### src/rtl/sync_stream_fifo.sv
// Single-clock valid/ready stream FIFO with arbitrary depth, optional fall-through,
// synchronous flush and fill-level status outputs.
module sync_stream_fifo #(
  parameter int unsigned DATA_WIDTH      = 32,
  parameter int unsigned DEPTH           = 8,
  parameter bit          FALL_THROUGH    = 1'b0,
  parameter int unsigned ALMOST_FULL_TH  = DEPTH - 1,
  parameter int unsigned ALMOST_EMPTY_TH = 1
) (
  input  logic                       clk_i,
  input  logic                       rst_ni,
  input  logic                       flush_i,
  input  logic [DATA_WIDTH-1:0]      src_data_i,
  input  logic                       src_valid_i,
  output logic                       src_ready_o,
  output logic [DATA_WIDTH-1:0]      dst_data_o,
  output logic                       dst_valid_o,
  input  logic                       dst_ready_i,
  output logic [$clog2(DEPTH+1)-1:0] usage_o,
  output logic                       almost_full_o,
  output logic                       almost_empty_o
);

  localparam int unsigned PtrW   = (DEPTH > 1) ? $clog2(DEPTH) : 1;
  localparam int unsigned CountW = $clog2(DEPTH + 1);

  localparam logic [PtrW-1:0]   PtrMax   = PtrW'(DEPTH - 1);
  localparam logic [CountW-1:0] CountMax = CountW'(DEPTH);
  localparam logic [CountW-1:0] AfTh     = CountW'(ALMOST_FULL_TH);
  localparam logic [CountW-1:0] AeTh     = CountW'(ALMOST_EMPTY_TH);

  if (DEPTH < 1) begin : gen_bad_depth
    $error("sync_stream_fifo: DEPTH must be >= 1");
  end
  if (ALMOST_FULL_TH < 1 || ALMOST_FULL_TH > DEPTH) begin : gen_bad_af_th
    $error("sync_stream_fifo: ALMOST_FULL_TH must be in 1..DEPTH");
  end
  if (ALMOST_EMPTY_TH > DEPTH - 1) begin : gen_bad_ae_th
    $error("sync_stream_fifo: ALMOST_EMPTY_TH must be in 0..DEPTH-1");
  end

  logic [DATA_WIDTH-1:0] mem_q [DEPTH];
  logic [PtrW-1:0]       wptr_q, wptr_d;
  logic [PtrW-1:0]       rptr_q, rptr_d;
  logic [CountW-1:0]     count_q, count_d;

  logic empty;
  logic full;
  logic push;
  logic pop;
  logic bypass_xfer;
  logic wr_en;
  logic rd_en;

  assign empty = (count_q == '0);
  assign full  = (count_q == CountMax);

  // Ready deliberately ignores dst_ready_i: a full FIFO frees its slot one cycle after a pop.
  assign src_ready_o = !full && !flush_i;

  always_comb begin
    dst_valid_o = !empty && !flush_i;
    dst_data_o  = mem_q[rptr_q];
    if (FALL_THROUGH && empty) begin
      dst_valid_o = src_valid_i && !flush_i;
      dst_data_o  = src_data_i;
    end
  end

  assign push = src_valid_i && src_ready_o;
  assign pop  = dst_valid_o && dst_ready_i;

  // A word that enters and leaves an empty fall-through FIFO in one cycle never touches storage.
  assign bypass_xfer = FALL_THROUGH && empty && push && pop;
  assign wr_en       = push && !bypass_xfer;
  assign rd_en       = pop && !bypass_xfer;

  always_comb begin
    wptr_d  = wptr_q;
    rptr_d  = rptr_q;
    count_d = count_q;
    if (flush_i) begin
      wptr_d  = '0;
      rptr_d  = '0;
      count_d = '0;
    end else begin
      if (wr_en) begin
        wptr_d = (wptr_q == PtrMax) ? '0 : wptr_q + 1'b1;
      end
      if (rd_en) begin
        rptr_d = (rptr_q == PtrMax) ? '0 : rptr_q + 1'b1;
      end
      unique case ({wr_en, rd_en})
        2'b10:   count_d = count_q + 1'b1;
        2'b01:   count_d = count_q - 1'b1;
        default: count_d = count_q;
      endcase
    end
  end

  always_ff @(posedge clk_i or negedge rst_ni) begin
    if (!rst_ni) begin
      wptr_q  <= '0;
      rptr_q  <= '0;
      count_q <= '0;
    end else begin
      wptr_q  <= wptr_d;
      rptr_q  <= rptr_d;
      count_q <= count_d;
    end
  end

  always_ff @(posedge clk_i) begin
    if (wr_en && !flush_i) begin
      mem_q[wptr_q] <= src_data_i;
    end
  end

  // Status depends on the count register only, so it carries no input-to-output paths.
  assign usage_o        = count_q;
  assign almost_full_o  = (count_q >= AfTh);
  assign almost_empty_o = (count_q <= AeTh);

`ifndef SYNTHESIS
  a_count_bound : assert property (@(posedge clk_i) disable iff (!rst_ni)
    (count_q <= CountMax));
  a_no_write_unready : assert property (@(posedge clk_i) disable iff (!rst_ni)
    (!src_ready_o |-> !wr_en));
`endif

endmodule
### config.mk
export PLATFORM = sky130hd
export DESIGN_NAME = sync_stream_fifo
export DESIGN_NICKNAME = d
export VERILOG_FILES = /design/src/rtl/sync_stream_fifo.sv
export SDC_FILE = /design/constraint.sdc
export NUM_CORES = 1
export LEC_CHECK = 0
export ABC_CLOCK_PERIOD_IN_PS = 4900
export BUFFER_PORTS_ARGS = -buffer_cell sky130_fd_sc_hd__buf_2
export CORE_ASPECT_RATIO = 0.7
export CORE_UTILIZATION = 54
export DETAILED_ROUTE_END_ITERATION = 10
export HOLD_SLACK_MARGIN = 0.06
export PLACE_DENSITY = 0.76
export SLEW_MARGIN = 20
export SYNTH_ARGS = -nofsm -noshare
export SYNTH_HDL_FRONTEND = slang
export SYNTH_SLANG_ARGS = --single-unit
### constraint.sdc
create_clock -name clk_i -period 4.9 [get_ports clk_i]
set_input_delay 0 -clock clk_i [delete_from_list [all_inputs] [get_ports clk_i]]
set_output_delay 0 -clock clk_i [all_outputs]
set_load 0.02 [all_outputs]
==> impl_metrics.json, run 1 <==
{
  "status": "completed",
  "finalSetupTns_ns": 0,
  "chipWidth_um": 168.2,
  "synthArstFlopShare_pct": 3.759,
  "dr.first_iter.drc_count": 413,
  "yosysSeqAreaShare_pct": 76.04,
  "grt_overflow": 0,
  "drive_above_1_share_pct": 37.64,
  "synthFlopType": "edfxtp_1",
  "powerDensity_mw_per_mm2": 482.6,
  "grt_pass1_vias": 5210,
  "wl_mm": 19.42,
  "crit_slowest_cell": "dfrtp_4",
  "path_clk_slew_ns": 0.07,
  "gp_congestion": 0.8751,
  "cp.required_ns": 4.90,
  "fin_crit_sh_pct": 64.54,
  "min_path_type": "in2reg",
  "synth_cell_types": 40,
  "dp_worst_setup_slack_ns": 1.899,
  "critical_path.startpoint": "rptr_q[0]",
  "fin_ws_ns": 1.737,
  "synth_xor_area_share_pct": 0,
  "critPathMaxFanout": 52,
  "core_area_mm2": 0.01892,
  "setup_violations": 0,
  "htree_levels": 1,
  "worstPathArrival_ns": 3.16,
  "r2r_end": "mem_q[4][12]",
  "synth_fp_nets": 511,
  "rr_startpoint": "usage_o[0]",
  "drc": 0,
  "cts_max_path_buffers": 3,
  "hold_start": "src_data_i[11]",
  "dr_total_vias": 5022,
  "worstRegToRegCells": 6,
  "synth.cell_area_mm2": 0.01044,
  "final_hold_viol_count": 0,
  "grt_pass1_wl_mm": 29.98,
  "grt_max_degree": 67,
  "grt_setup_unrepaired": "no",
  "synth_cells": 466,
  "power_mw": 5.979,
  "cp-start-kind": "register",
  "worst-path-stages": 4,
  "io_buffers": 76,
  "via_per_inst": 5.874,
  "yosysWarnings": 0,
  "worst-setup-path-type": "reg2out",
  "syn_avg_cell_area_um2": 22.40,
  "synth_fa_ha_area_share_pct": 0.9589,
  "dr.pass1.iters": 5,
  "synth_simple_gate_area_share_pct": 2.553,
  "cts_buffers": 25,
  "io_pins": 77,
  "synth_seq_cells": 266,
  "synth-edff-count": 256,
  "worst-path-buf-inv": 2,
  "crit_family": "flip-flops",
  "post-dp-hpwl_mm": 10.90,
  "antenna_found_initial": 2,
  "clock_insertion_delay_worst_skew_ns": 0.50,
  "ant_nets": 0,
  "slew_violations": 0,
  "cp_cell_sequence": "buf_4 > mux4_2 > mux2_2 > buf_2",
  "slew_headroom_pct": 31.21,
  "period_needed_ns": 3.163,
  "tritoncts": "done",
  "crit_end": "dst_data_o[23]",
  "worstMarginPinSlew_ns": 1.032,
  "synth_top_family_by_area": "multiplexers",
  "fin_worst_skew_ns": 0.006287,
  "grt.total_usage_pct": 20.37,
  "rows": 42,
  "muxShareOfSynthArea_pct": 17.66,
  "cpPeakStageDelay_ns": 1.07,
  "drv_cap": 0,
  "clock.fmax_mhz": 316.2,
  "ir_drop_mv": 0.3207,
  "p_leak_nw": 4.060,
  "start_util_pct": 55.18,
  "fin_nets": 639,
  "clkSinkCount": 266,
  "wl_per_cell_um": 22.72,
  "cp-end-kind": "primary output",
  "reg2reg_slack_ns": 1.96,
  "die_h_um": 118.3,
  "area_delta_synth_final_pct": 18.70,
  "synth-compound-area-share_pct": 1.306,
  "dieArea_mm2": 0.01990,
  "cts-root-buf": "clkbuf_16"
}
## state kept, by name (all words and copies together), names as in the netlist
signal   flops
usage_o      4
mem_q      256
rptr_q       3
wptr_q       3
## stage by stage
| step | hold WS, ns | utilization, % | area [um2] | cells |
|---|---|---|---|---|
| 6_report | 0.3044 | 65.50 | 12390 | 855 |
| 5_1_grt | 0.3150 | 65.48 | 12390 | 854 |
| 4_1_cts | 0.2856 | 65.18 | 12330 | 851 |
| 3_5_place_dp | -0.1216 | 58.97 | 11160 | 770 |
| 3_3_place_gp | -0.1283 | 58.87 | 11140 | 769 |
| 2_1_floorplan | -0.2956 | - | 10440 | 466 |
## worst min path at each step
| stage | endpoint | cells after the start | slack (ns) |
|---|---|---|---|
| floorplan | rptr_q[0] | 0 | -0.30 |
| global placement | usage_o[0] | 1 | -0.13 |
| detailed placement | usage_o[3] | 1 | -0.12 |
| CTS | mem_q[1][12] | 2 | 0.29 |
| global route | mem_q[7][19] | 2 | 0.32 |
| finish | mem_q[3][11] | 2 | 0.30 |
## cells in the mapped netlist, types with 2 or more instances
| cell type | instances | area [um2] |
|---|---|---|
| dfrtp_1 | 10 | 250.2 |
| ha_1 | 8 | 100.1 |
| mux2_2 | 32 | 360.4 |
| nand2b_1 | 7 | 43.79 |
| nand3b_1 | 4 | 30.03 |
| nor2_1 | 12 | 45.04 |
| buf_2 | 6 | 30.03 |
| a22o_1 | 2 | 17.52 |
| edfxtp_1 | 256 | 7687 |
| clkbuf_1 | 9 | 33.78 |
| nor3_1 | 6 | 30.03 |
| buf_6 | 5 | 56.30 |
| a21oi_1 | 2 | 10.01 |
| nand2_1 | 8 | 30.03 |
| a21o_1 | 2 | 15.01 |
| mux4_2 | 59 | 1329 |
| nor2b_1 | 2 | 12.51 |
| nor3b_2 | 2 | 25.02 |
| mux2_1 | 2 | 22.52 |
| inv_1 | 4 | 15.01 |
| o21ai_0 | 4 | 20.02 |
| mux4_1 | 5 | 131.4 |
| a211oi_1 | 2 | 15.01 |
## layer usage
layer | vias to the layer above | track usage [%] | part of all wire, %
li1 | 2210 | - | -
met1 | 2591 | 29.75 | 45
met2 | 181 | 32.29 | 48
met3 | 40 | 3.650 | 5.6
met4 | 0 | 5.284 | 2.1
met5 | - | 0 | 0
## where the power goes
part / internal [mW] / switching [mW]
Sequential: 2.59 / 0.225
Clock: 1.10 / 0.784
Combinational: 0.684 / 0.602
Total: 4.37 / 1.61
## cell families (layout without fill, tap and decap cells)
group	Yosys count	in the layout
other cells	0	2
compound gates	19	19
mux	98	98
flops	266	266
buf+inv	27	172
simple gates	48	48
fa+ha+maj	8	8
## layout by cell type (no fill, tap or decap), drive strengths merged, types with 4 or more instances in the layout
master and n:
edfxtp 256, buf 87, mux4 64, dlygate4sd3 37, mux2 34, clkbuf 29
nor2 12, dfrtp 10, nand2 8, ha 8, nand2b 7, clkinv 7
nor3 6, inv 5, nand3b 4, o21ai 4, clkinvlp 4
## timing repair
item	4_1_cts	5_1_grt
endpoints found under the hold margin	276	0
buffers inserted	0	0
resized for setup	0	0
hold buffers	37	0
## final cells by class
type / instances / area [um2]
diodes: 2 / 5.005
fillers: 1227 / 6528
inverters: 4 / 15.01
clock buffers: 29 / 640.6
flip-flops and latches: 266 / 7946
repair buffers: 124 / 910.9
multi-input cells: 173 / 2407
clock inverters: 15 / 162.7
well taps: 242 / 302.8
Note: power is estimated with default switching activity, not from simulation.
==> run 2, diff against run 1 <==
--- a/config.mk
+++ b/config.mk
@@ -5,13 +5,14 @@
 export SDC_FILE = /design/constraint.sdc
 export NUM_CORES = 1
 export LEC_CHECK = 0
-export ABC_CLOCK_PERIOD_IN_PS = 4900
+export ABC_AREA = 1
+export ABC_CLOCK_PERIOD_IN_PS = 2550
 export BUFFER_PORTS_ARGS = -buffer_cell sky130_fd_sc_hd__buf_2
 export CORE_ASPECT_RATIO = 0.7
 export CORE_UTILIZATION = 54
 export DETAILED_ROUTE_END_ITERATION = 10
 export HOLD_SLACK_MARGIN = 0.06
-export PLACE_DENSITY = 0.76
+export PLACE_DENSITY = 0.75
 export SLEW_MARGIN = 20
 export SYNTH_ARGS = -nofsm -noshare
 export SYNTH_HDL_FRONTEND = slang
==> constraint.sdc (replaced) <==
create_clock -name clk_i -period 2.55 [get_ports clk_i]
set_input_delay 0 -clock clk_i [delete_from_list [all_inputs] [get_ports clk_i]]
set_output_delay 0 -clock clk_i [all_outputs]
set_load 0.02 [all_outputs]
==> impl_metrics.json, run 2 <==
{
  "status": "completed",
  "mostFrequentLayoutCell": "edfxtp_1",
  "grt_pass1_wl_mm": 35.28,
  "grt.total_usage_pct": 22.57,
  "yosysSeqAreaShare_pct": 73.96,
  "drv_cap": 0,
  "synth_area_leader_cell": "edfxtp_1",
  "worstPathArrival_ns": 2.42,
  "synth_cell_types": 30,
  "grt_overflow": 0,
  "period_needed_ns": 2.421,
  "cts_buffers": 25,
  "power_frac_seq_pct": 40.8,
  "clkPwrFrac_pct": 29.6,
  "powerDensity_mw_per_mm2": 972.4,
  "ant_nets": 0,
  "syn_avg_cell_area_um2": 12.52,
  "cp-start-kind": "register",
  "path_clk_slew_ns": 0.06,
  "cp-end-kind": "primary output",
  "clock_insertion_delay_worst_skew_ns": 0.53,
  "p_int_mw": 8.229,
  "p_sw_share_pct": 33.62,
  "layout_common_cells": "edfxtp_1 (256), nor2_1 (164), o21ai_0 (120), nand2_1 (119), buf_2 (76)",
  "setup_violations": 0,
  "worst-setup-path-type": "reg2out",
  "power_switching_mw": 4.168,
  "cts_max_path_buffers": 3,
  "critPathMaxFanout": 67,
  "synthTopCellsByCount": "edfxtp_1 (256), nor2_1 (172), o21ai_0 (120)",
  "dr_total_vias": 6876,
  "yosysMostFrequentCell": "edfxtp_1",
  "area_delta_synth_final_pct": 18.78,
  "antenna_found_initial": 1,
  "synthTopCellsByArea": "edfxtp_1 (72%), nor2_1 (6.0%), o21ai_0 (5.6%)",
  "p_leak_nw": 4.565,
  "die_h_um": 120.0,
  "rows": 42,
  "worstMarginPinSlew_ns": 0.7553,
  "wl_per_cell_um": 17.99,
  "wl_mm": 22.65,
  "final_hold_viol_count": 0,
  "post-dp-hpwl_mm": 12.27,
  "power_frac_comb_pct": 29.6,
  "grt_pass1_vias": 6681,
  "synth_top_area_share_pct": 71.63,
  "io_buffers": 76,
  "synth_seq_cells": 266,
  "cp.required_ns": 2.55,
  "synthFlopType": "edfxtp_1",
  "regMostFlops": "mem_q",
  "grt_max_degree": 68,
  "largest_register_ffs": 256,
  "cts-root-buf": "clkbuf_16",
  "grt_setup_unrepaired": "no",
  "htree_levels": 1,
  "yosysWarnings": 0,
  "gp_congestion": 0.7947,
  "synth_fp_nets": 902,
  "utilization_pct": 66.46,
  "min_path_type": "in2reg",
  "synth_cells": 857,
  "hold_ws_ns": 0.2655,
  "dr.pass1.iters": 5,
  "synth-edff-count": 256,
  "drive_above_1_share_pct": 16.30,
  "clkSinkCount": 266,
  "io_pins": 77,
  "chipWidth_um": 170.5,
  "slew_violations": 0,
  "synth.cell_area_mm2": 0.01073,
  "ir_drop_mv": 0.7845,
  "start_util_pct": 55.96,
  "fin_crit_sh_pct": 94.96,
  "dr.first_iter.drc_count": 675,
  "core_area_mm2": 0.01918,
  "dp_worst_setup_slack_ns": 0.3429,
  "dieArea_mm2": 0.02045,
  "via_per_inst": 5.461,
  "fin_ws_ns": 0.1286,
  "drc": 0,
  "fin_nets": 1021,
  "finalSetupTns_ns": 0,
  "tritoncts": "done",
  "slew_headroom_pct": 49.64,
  "clock.fmax_mhz": 413.0,
  "fin_worst_skew_ns": 0.01726,
  "synthArstFlopShare_pct": 3.759
}
[run 2: cell types whose count changed after synthesis, sizes merged, moves of 18 or more]
cell	previous run	this run
a21oi	2	33
a31oi	1	32
buf	13	31
mux2	34	0
mux4	64	0
nand2	8	125
nor2	12	174
o21ai	4	137
[run 2: logic make-up after synthesis]
family	Yosys count	share of synthesized area [%]
adders and majority gates	8	0.9327
xor gates and xnor gates	3	0.2449
DFF	266	73.96
buffers and inverters	67	3.614
and+or+nand+nor	309	11.32
AOI/OAI and AO/OA	204	9.932
[run 2: power groups by stage]
stage | registers [mW] | logic (mW) | clock network [mW]
final | 5.06 | 3.67 | 3.66
after detailed placement | 5.21 | 3.44 | 0
after CTS | 5.08 | 3.62 | 3.70
after global placement | 5.21 | 3.39 | 0
after global routing | 5.08 | 4.04 | 3.89
after floorplan | 5.11 | 2.59 | 0
[run 2: worst max-delay path, cell delays in order (launching register included)]
cell	delay, ns
dfrtp_4	0.60
clkinv_2	0.14
buf_16	0.25
nor2_1	0.07
o21ai_0	0.27
a21oi_1	0.10
a31oi_1	0.24
buf_2	0.21
[run 2: final timing paths]
check                                end  slack (ns)  cells past startpoint      startpoint
setup reg to reg               wptr_q[0]        0.27                      9      usage_o[0]
hold / removal              mem_q[4][27]        0.27                      2  src_data_i[27]
min in group asynchronous      rptr_q[0]        0.53                      3          rst_ni
hold reg to reg               usage_o[3]        0.64                      2      usage_o[3]
setup / recovery           dst_data_o[0]        0.13                      7       rptr_q[0]
max in group asynchronous      rptr_q[0]        1.65                      3          rst_ni
[run 2: final cells by class]
cell class,instances,area [um2]
Antenna cell,1,2.502
Clock buffer,29,640.6
Clock inverter,16,161.4
Fill cell,1376,6432
Inverter,18,68.82
Multi-Input combinational cell,524,2467
Sequential cell,266,7943
Tap cell,264,330.3
Timing Repair Buffer,141,1135
[run 2: what timing repair did]
action | in CTS | in global routing
buffers inserted | 1 | 1
hold buffers | 39 | 0
endpoints found under the hold margin | 276 | 0
resized for setup | 0 | 1
setup endpoints to repair | 1 | 2
[run 2: stage by stage]
step           total power, mW  std cells  area, um2
2_1_floorplan            7.695        857      10760
3_3_place_gp             8.599       1172      11510
3_5_place_dp             8.650       1172      11510
4_1_cts                  12.40       1257      12730
5_1_grt                  13.00       1259      12750
6_report                 12.40       1259      12750
[run 2: metal layers]
layer  GRT usage (%)  share of wire [%]  wire, um
met1           33.05                 46     10500
met2           35.23                 46     10320
met3           3.991                6.2      1406
met4           5.743                1.9       422
met5               0                  0         0
==> run 3, diff against run 2 <==
--- a/config.mk
+++ b/config.mk
@@ -12,7 +12,7 @@
 export CORE_UTILIZATION = 54
 export DETAILED_ROUTE_END_ITERATION = 10
 export HOLD_SLACK_MARGIN = 0.06
-export PLACE_DENSITY = 0.75
+export PLACE_DENSITY_LB_ADDON = 0.25
 export SLEW_MARGIN = 20
 export SYNTH_ARGS = -nofsm -noshare
 export SYNTH_HDL_FRONTEND = slang
==> impl_metrics.json, run 3 (synthesized netlist as in run 2, its figures left out) <==
{
  "status": "completed",
  "final_hold_viol_count": 0,
  "cts_buffers": 25,
  "nFillCells": 1384,
  "slew_violations": 0,
  "wl_per_cell_um": 18.09,
  "grt_pass1_wl_mm": 35.51,
  "holdBufCountCts": 39,
  "ant_nets": 0,
  "r2r_end": "wptr_q[0]",
  "powerDensity_mw_per_mm2": 968.8,
  "htree_levels": 1,
  "cp-start-kind": "register",
  "worstMarginPinSlew_ns": 0.5765,
  "dp_worst_setup_slack_ns": 0.3081,
  "grt_pass1_vias": 6488,
  "wl_mm": 22.74,
  "io_pins": 77,
  "grt_setup_unrepaired": "no",
  "critPathMaxFanout": 130,
  "grt_overflow": 0,
  "area_delta_synth_final_pct": 17.87,
  "clock_insertion_delay_worst_skew_ns": 0.51,
  "worstRegToRegCells": 9,
  "path_clk_slew_ns": 0.06,
  "layout_common_cells": "edfxtp_1 (256), nor2_1 (164), o21ai_0 (120), nand2_1 (119), buf_2 (76)",
  "min_path_cells": 2,
  "cts_setup_buffers": 0,
  "dieArea_mm2": 0.02045,
  "cts-root-buf": "clkbuf_16",
  "dr.first_iter.drc_count": 635,
  "clock.fmax_mhz": 421.0,
  "dr_total_vias": 6793,
  "fin_nets": 1019,
  "cpPeakStageDelay_ns": 0.46,
  "cts_max_path_buffers": 3,
  "critical_path.startpoint": "rptr_q[0]",
  "ir_drop_mv": 0.7673,
  "grt_max_degree": 131,
  "reg2reg_slack_ns": 0.19,
  "dr.pass1.iters": 7,
  "worstPathArrival_ns": 2.38,
  "power_mw": 12.26,
  "antennaDiodeCount": 0,
  "crit_end": "dst_data_o[18]",
  "mostFrequentLayoutCell": "edfxtp_1",
  "antenna_found_initial": 0,
  "fin_worst_skew_ns": 0.01125,
  "start_util_pct": 55.96,
  "gp_congestion": 0.8208,
  "post-dp-hpwl_mm": 12.18,
  "cp.required_ns": 2.55,
  "period_needed_ns": 2.375,
  "setup_violations": 0,
  "slew_headroom_pct": 61.56,
  "regMostFlops": "mem_q",
  "clkSinkCount": 266,
  "p_leak_nw": 4.522,
  "drv_cap": 0,
  "rr_startpoint": "usage_o[0]",
  "fin_crit_sh_pct": 93.14,
  "drc": 0,
  "die_h_um": 120.0,
  "worst-setup-path-type": "reg2out",
  "tritoncts": "done",
  "grt.total_usage_pct": 22.81,
  "largest_register_ffs": 256,
  "core_area_mm2": 0.01918,
  "fin_ws_ns": 0.1748,
  "chipWidth_um": 170.5,
  "cts_resized": 0,
  "drive_above_1_share_pct": 15.71,
  "rows": 42,
  "via_per_inst": 5.404,
  "io_buffers": 76,
  "min_path_type": "in2reg",
  "cp-end-kind": "primary output",
  "crit_slowest_cell": "buf_12",
  "cp_cell_sequence": "buf_12 > o21ai_0 > o21ai_1 > a21oi_1 > a31oi_1 > buf_2"
}
run 3: changes by cell type in the layout (fill, tap and decap cells not counted), sizes merged:
cell | before | now
clkbuf | 29 | 33
clkinvlp | 1 | 0
clkinv | 12 | 10
buf | 102 | 100
diode | 1 | 0
run 3: how the worst min path moves through the flow:
stage | to | from | slack, ns
final | mem_q[0][22] | src_data_i[22] | 0.29
after global routing | mem_q[0][22] | src_data_i[22] | 0.30
after CTS | mem_q[1][0] | src_data_i[0] | 0.28
after detailed placement | usage_o[0] | rst_ni | -0.12
after global placement | usage_o[0] | rst_ni | -0.12
after floorplan | rptr_q[0] | rst_ni | -0.30
run 3: area by class of cell:
| cell class | instances | area, um2 | share of cell area [%] |
|---|---|---|---|
| clock buffer | 33 | 665.6 | 5.262 |
| clock inverter | 13 | 137.6 | 1.088 |
| inverter | 18 | 68.82 | 0.5440 |
| multi-input combinational | 524 | 2467 | 19.50 |
| sequential | 266 | 7943 | 62.78 |
| tap | 264 | 330.3 | 2.611 |
| timing repair buffer | 139 | 1039 | 8.209 |
run 3: worst max-delay path: cells and delay by family (launching register included):
family                 cells  cell delay (ns)
AO/OA/AOI/OAI              4             0.69
flip-flops                 1             0.43
buffers and inverters      2             0.69
run 3: routing by layer:
metal	track usage (%)	wire (um)	vias up
met5	0	0	-
met4	5.011	354	0
met3	2.803	1243	28
met2	35.61	10400	216
met1	34.57	10740	3263
li1	-	-	3286
run 3: report_power, final:
part | leakage [nW] | switching [mW] | internal (mW)
registers | 2.44 | 0.0848 | 4.93
clock network | 0.394 | 1.51 | 2.14
logic | 1.69 | 2.48 | 1.11
run 3: per-stage QoR:
step / TNS (ns) / utilization, % / instance area, um2 / hold WS, ns / std cells
final: 0 / 65.96 / 12650 / 0.2935 / 1257
after floorplan: -18.11 / - / 10760 / -0.2956 / 857
after global placement: 0 / 59.73 / 11460 / -0.1216 / 1172
after global routing: 0 / 65.96 / 12650 / 0.3006 / 1257
after CTS: 0 / 65.96 / 12650 / 0.2797 / 1257
after detailed placement: 0 / 59.73 / 11460 / -0.1171 / 1172
